**config.mk**
```make
export PLATFORM = sky130hd
export DESIGN_NAME = led_display_row_fetch
export DESIGN_NICKNAME = d
export VERILOG_FILES = /design/src/rtl/led_display_row_fetch.sv
export SDC_FILE = /design/constraint.sdc
export NUM_CORES = 1
export LEC_CHECK = 0
export ABC_AREA = 1
export CAP_MARGIN = 20
export CELL_PAD_IN_SITES_DETAIL_PLACEMENT = 1
export CELL_PAD_IN_SITES_GLOBAL_PLACEMENT = 2
export CORE_MARGIN = 2
export CORE_UTILIZATION = 34
export CTS_BUF_LIST = sky130_fd_sc_hd__clkbuf_8
export CTS_CLUSTER_DIAMETER = 50
export CTS_CLUSTER_SIZE = 25
export DETAILED_ROUTE_END_ITERATION = 12
export PLACE_DENSITY = 0.89
export REMOVE_ABC_BUFFERS = 1
export SETUP_SLACK_MARGIN = 0.5
export SKIP_CTS_REPAIR_TIMING = 1
export SLEW_MARGIN = 25
export SYNTH_ARGS = -nofsm -noshare
export SYNTH_HDL_FRONTEND = slang
export SYNTH_SLANG_ARGS = --single-unit
export TNS_END_PERCENT = 100
```
**constraint.sdc**
```tcl
create_clock -name clk_in -period 1.6 [get_ports clk_in]
set_input_delay 0.32 -clock clk_in [delete_from_list [all_inputs] [get_ports clk_in]]
set_output_delay 0.32 -clock clk_in [all_outputs]
set_load 0.01 [all_outputs]
```
**src/rtl/led_display_row_fetch.sv**
```systemverilog
// led_display_row_fetch: fetches double-rows from a single-port frame RAM and presents them on a valid/ready row interface.
// row_out layout: field k (k = RAM data bit: r/g/b top, r/g/b bottom) occupies bits [k*NUM_COL_PIXELS +: NUM_COL_PIXELS], bit c = column c.
module led_display_row_fetch #(
  parameter int SYS_CLK_FREQ   = 100_000_000,
  parameter int NUM_COL_PIXELS = 64,
  parameter int NUM_ROW_PIXELS = 32,
  localparam int ADDR_W = $clog2(NUM_ROW_PIXELS / 2),
  localparam int COL_W  = $clog2(NUM_COL_PIXELS),
  localparam int ROW_W  = 6 * NUM_COL_PIXELS
) (
  input  logic                    clk_in,
  input  logic                    n_reset_in,
  input  logic                    enable_in,
  output logic                    ram_rd_en_out,
  output logic [ADDR_W+COL_W-1:0] ram_addr_out,
  input  logic [5:0]              ram_data_in,
  output logic [ROW_W-1:0]        row_out,
  output logic                    row_valid_out,
  input  logic                    row_ready_in,
  output logic [ADDR_W-1:0]       row_address_out,
  output logic                    frame_done_out
);
  localparam logic [COL_W-1:0]  LAST_COL = COL_W'(NUM_COL_PIXELS - 1);
  localparam logic [ADDR_W-1:0] LAST_ROW = ADDR_W'(NUM_ROW_PIXELS / 2 - 1);
  typedef enum logic [1:0] {IDLE, FETCH, DRAIN, FULL} state_t;
  state_t              state_q;
  logic [ADDR_W-1:0]   fetch_row_q;
  logic                cap_en_q;
  logic [COL_W-1:0]    cap_col_q;
  logic [NUM_COL_PIXELS-1:0] asm_q [0:5];
  logic [COL_W-1:0]    col;
  logic [COL_W-1:0]    next_col;
  logic                start;
  logic                transfer;
  logic                load;
  assign col      = ram_addr_out[COL_W-1:0];
  assign next_col = ram_rd_en_out ? col + COL_W'(1) : '0;
  assign start    = enable_in && (SYS_CLK_FREQ > 0);
  assign transfer = row_valid_out && row_ready_in;
  assign load     = (state_q == FULL) && (!row_valid_out || row_ready_in);
  // Fetch sequencer: one read per column, then hold the finished row until the output register can take it
  always_ff @(posedge clk_in or negedge n_reset_in) begin
    if (!n_reset_in) begin
      state_q       <= IDLE;
      fetch_row_q   <= '0;
      ram_rd_en_out <= 1'b0;
      ram_addr_out  <= '0;
    end else begin
      case (state_q)
        IDLE: if (start) begin
          state_q       <= FETCH;
          ram_rd_en_out <= 1'b1;
          ram_addr_out  <= {fetch_row_q, {COL_W{1'b0}}};
        end
        FETCH: if (ram_rd_en_out && col == LAST_COL) begin
          ram_rd_en_out <= 1'b0;
          state_q       <= DRAIN;
        end else begin
          ram_rd_en_out <= 1'b1;
          ram_addr_out  <= {fetch_row_q, next_col};
        end
        DRAIN: state_q <= FULL;
        FULL: if (load) begin
          fetch_row_q <= fetch_row_q == LAST_ROW ? '0 : fetch_row_q + ADDR_W'(1);
          state_q     <= start ? FETCH : IDLE;
        end
        default: state_q <= IDLE;
      endcase
    end
  end
  // Read data is valid one cycle after the read; remember which column it belongs to
  always_ff @(posedge clk_in or negedge n_reset_in) begin
    if (!n_reset_in) begin
      cap_en_q  <= 1'b0;
      cap_col_q <= '0;
    end else begin
      cap_en_q  <= ram_rd_en_out;
      cap_col_q <= col;
    end
  end
  // Scatter each RAM word into its column of all six colour fields
  always_ff @(posedge clk_in) begin
    for (int k = 0; k < 6; k++)
      if (cap_en_q) asm_q[k][cap_col_q] <= ram_data_in[k];
  end
  // Output register: load a finished row, drop valid on a transfer without a replacement
  always_ff @(posedge clk_in or negedge n_reset_in) begin
    if (!n_reset_in) begin
      row_out         <= '0;
      row_valid_out   <= 1'b0;
      row_address_out <= '0;
      frame_done_out  <= 1'b0;
    end else begin
      frame_done_out <= transfer && row_address_out == LAST_ROW;
      if (load) begin
        row_valid_out   <= 1'b1;
        row_out         <= {asm_q[5], asm_q[4], asm_q[3], asm_q[2], asm_q[1], asm_q[0]};
        row_address_out <= fetch_row_q;
      end else if (transfer) begin
        row_valid_out <= 1'b0;
      end
    end
  end
endmodule

```
==> metrics.md <==
| Metric | Value |
|---|---|
| RSZ-0062 raised after global routing | `true` |
| Iter 0 DRT Violations | `1,277` |
| Worst path arrival time | `between 2 and 2.5 ns` |
| CTS tree | `done` |
| Total CTS buffers | `86` |
| HP Class | `in -> reg` |
| Number of global-route vias before repair | `approximately 20k` |
| GRT Overall Usage | `19.5%` |
| Slew Limit Headroom | `61.3%` |
| Mean area per synthesized cell | `roughly 12 µm²` |
| Tcrit/Tclk final | `111%` |
| Number of fill cells | `about 8.5k` |
| Startpoint class of the critical path | `register` |
| Vias per inst | `about 4.8` |
| Num rows | `104` |
| Fin Clk Skew | `0.0483 ns` |
| Setup ws final | `-0.181 ns` |
| Share of the synthesized area in the top cell type | `41.6%` |
| Global route total overflow | `0` |
| Power Density | `1930 nW/µm²` |
| Routed Antenna Nets | `0` |
| YS warnings | `0` |
| Placed Area | `34,300 µm²` |
| Final hold violation count | `0` |
| Largest net degree at the start of global routing | `65` |
| Clock Tree Buf Depth | `3` |
| Worst setup EP type | `register` |
| Register bit count reported by yosys | `around 800` |
| Count of pins over their slew limit | `0` |
| Failing checks | `setup timing` |
| Power consumption | `74,200 µW` |
| Multi-input gate area | `5970 µm²` |
| Commonest non-fill, non-tap cell in the layout | `nand2_1` |
| Synthesized area | `roughly 28,000 µm²` |
| Initial Utilization | `34.4%` |
| Area growth, synth to finish | `38.5%` |
| Register area share after synthesis | `79.0%` |
| Share of cells above drive strength 1 | `between 30 and 40%` |
| Max Cap Violations | `0` |
| First-pass GRT wire length | `~120,000 µm` |
| Distinct cells, synth | `25` |
| CP peak stage delay | `0.45 ns` |
| Antenna Cells | `0` |
| Clock transition at path regs | `0.12 ns` |
| Crit path top cell by count | `clkbuf_16` |
| Worst-margin pin slew | `0.580 ns` |
| Post-detail-place hpwl | `53,600 µm` |
| Die H | `289 µm` |
| VDD IR max | `981 µV` |
| H-tree level count | `3` |
| Fin nets | `3,105` |
| Crit path cell chain | `buf_6, ha_4, nand2_8, clkinv_8, buf_12, clkbuf_16, clkbuf_16, nand2_2, nand2_1` |
| Chip width | `289 µm` |
| Setup slack, reg-to-reg | `-0.18 ns` |
| CP max-delay cell | `dfrtp_1` |
| Synth area leader | `edfxtp_1` |
| Die area | `83,800 µm²` |
| Clock Sinks | `798` |
| Commonest non-fill, non-tap cells in the layout | `nand2_1 (1,083), dfrtp_1 (404), edfxtp_1 (384)` |
| Ranking of synthesized cells by area | `edfxtp_1 (42%), dfrtp_1 (37%), nand2_1 (16%)` |
| Status | `finished with violations` |
| Residual DRC | `0` |
| Core Util, Final | `47.6%` |
| Via count | `~20k` |
| Crit path max fanout | `8` |
| Pleak | `0.0183 µW` |
| Worst path required time | `2.16 ns` |
| Finished Cell Area | `38,400 µm²` |
| F_max | `0.562 GHz` |
| Port bufs | `410` |
| Core area | `80,500 µm²` |
| Register area | `21,900 µm²` |
| Drt pass-1 iters | `5` |
| Minimum clock period | `approximately 1.8 ns` |
| Latest clock arrival within the worst-skew pair | `around 0.71 ns` |
| Wirelength per Cell | `about 23 µm` |
| Total routed wirelength | `96,000 µm` |
| Initial antenna violation count | `3` |
| Ports | `a little over 400` |
| Gpl congestion | `0.783` |
| Root buffer cell | `clkbuf_8` |
| Setup CP Type | `reg -> reg` |
| Synth Instances | `2,245` |
| Endpoints failing setup | `409` |
metal layers:
metal	up-vias	GRT usage (%)	routed length [µm]	part of all wire, %
met1	10400	24.4	38200	40
li1	8923	-	-	-
met2	582	34.1	50400	53
met5	-	0	0	0
met3	195	3.33	4280	4.5
met4	0	6.93	3080	3.2
sequential cells by signal, summed over array words and instances (netlist names):
name,cells
cap_col_q,6
row_address_out,4
ram_rd_en_out,1
fetch_row_q,4
frame_done_out,1
state_q,2
row_valid_out,1
asm_q,384
ram_addr_out,10
row_out,384
cap_en_q,1
per-stage QoR:
stage	setup TNS [ns]	hold WS [ns]	cells	worst slack (ns)
global route	-50.17	0.110	4222	-0.213
floorplan	-5059.11	0.0244	2154	-13.14
finish	-22.10	0.138	4222	-0.181
CTS	-180.75	-0.521	3958	-0.659
global placement	-72.47	0.312	3797	-0.241
detailed placement	-96.86	0.315	3797	-0.337
cells by family after synthesis:
kind of cell,after synthesis,share of synthesized area [%]
AO/OA/AOI/OAI,15,0.289
flip-flops,798,79.0
buffers and inverters,114,2.25
XOR/XNOR,2,0.0632
adder cells (fa/ha/maj),6,0.271
AND/OR/NAND/NOR,1310,18.1
critical path, delay by kind of cell, from the launching register on:
family	cells	cell delay [ns]
fa+ha+maj	1	0.17
simple gates	3	0.24
flops	1	0.45
buf+inv	5	0.76
worst paths after layout:
| path | startpoint | to | depth (start not counted) |
|---|---|---|---|
| setup / recovery | state_q[0] | row_out[20] | 9 |
| hold / removal | ram_data_in[0] | asm_q[0][29] | 2 |
| setup reg to reg | state_q[0] | row_out[20] | 9 |
| hold reg to reg | asm_q[5][9] | row_out[329] | 2 |
| max in group asynchronous | n_reset_in | row_out[34] | 3 |
| min in group asynchronous | n_reset_in | row_out[42] | 2 |
final cells by class:
type | count | share of cell area (%)
Multi-Input combinational cell | 1334 | 15.6
Sequential cell | 798 | 57.1
Clock buffer | 91 | 3.26
Timing Repair Buffer | 846 | 18.3
Clock inverter | 70 | 2.01
Inverter | 23 | 0.284
Tap cell | 1060 | 3.46
Yosys cell counts, drive strengths merged:
library cell / n
nand2: 1205
dfrtp: 414
edfxtp: 384
buf: 91
nor2: 62
inv: 23
nand3: 21
nand4: 13
o21ai: 13
nor4: 8
ha: 6
a21oi: 1
nand3b: 1
o22ai: 1
xnor2: 1
xor2: 1
power breakdown:
group          internal (µW)  total [µW]  switching, µW
registers              26500       30800           4300
clock network           6530       15400           8850
logic                  13000       28000          15000
Power figures use the tool's default switching activity.
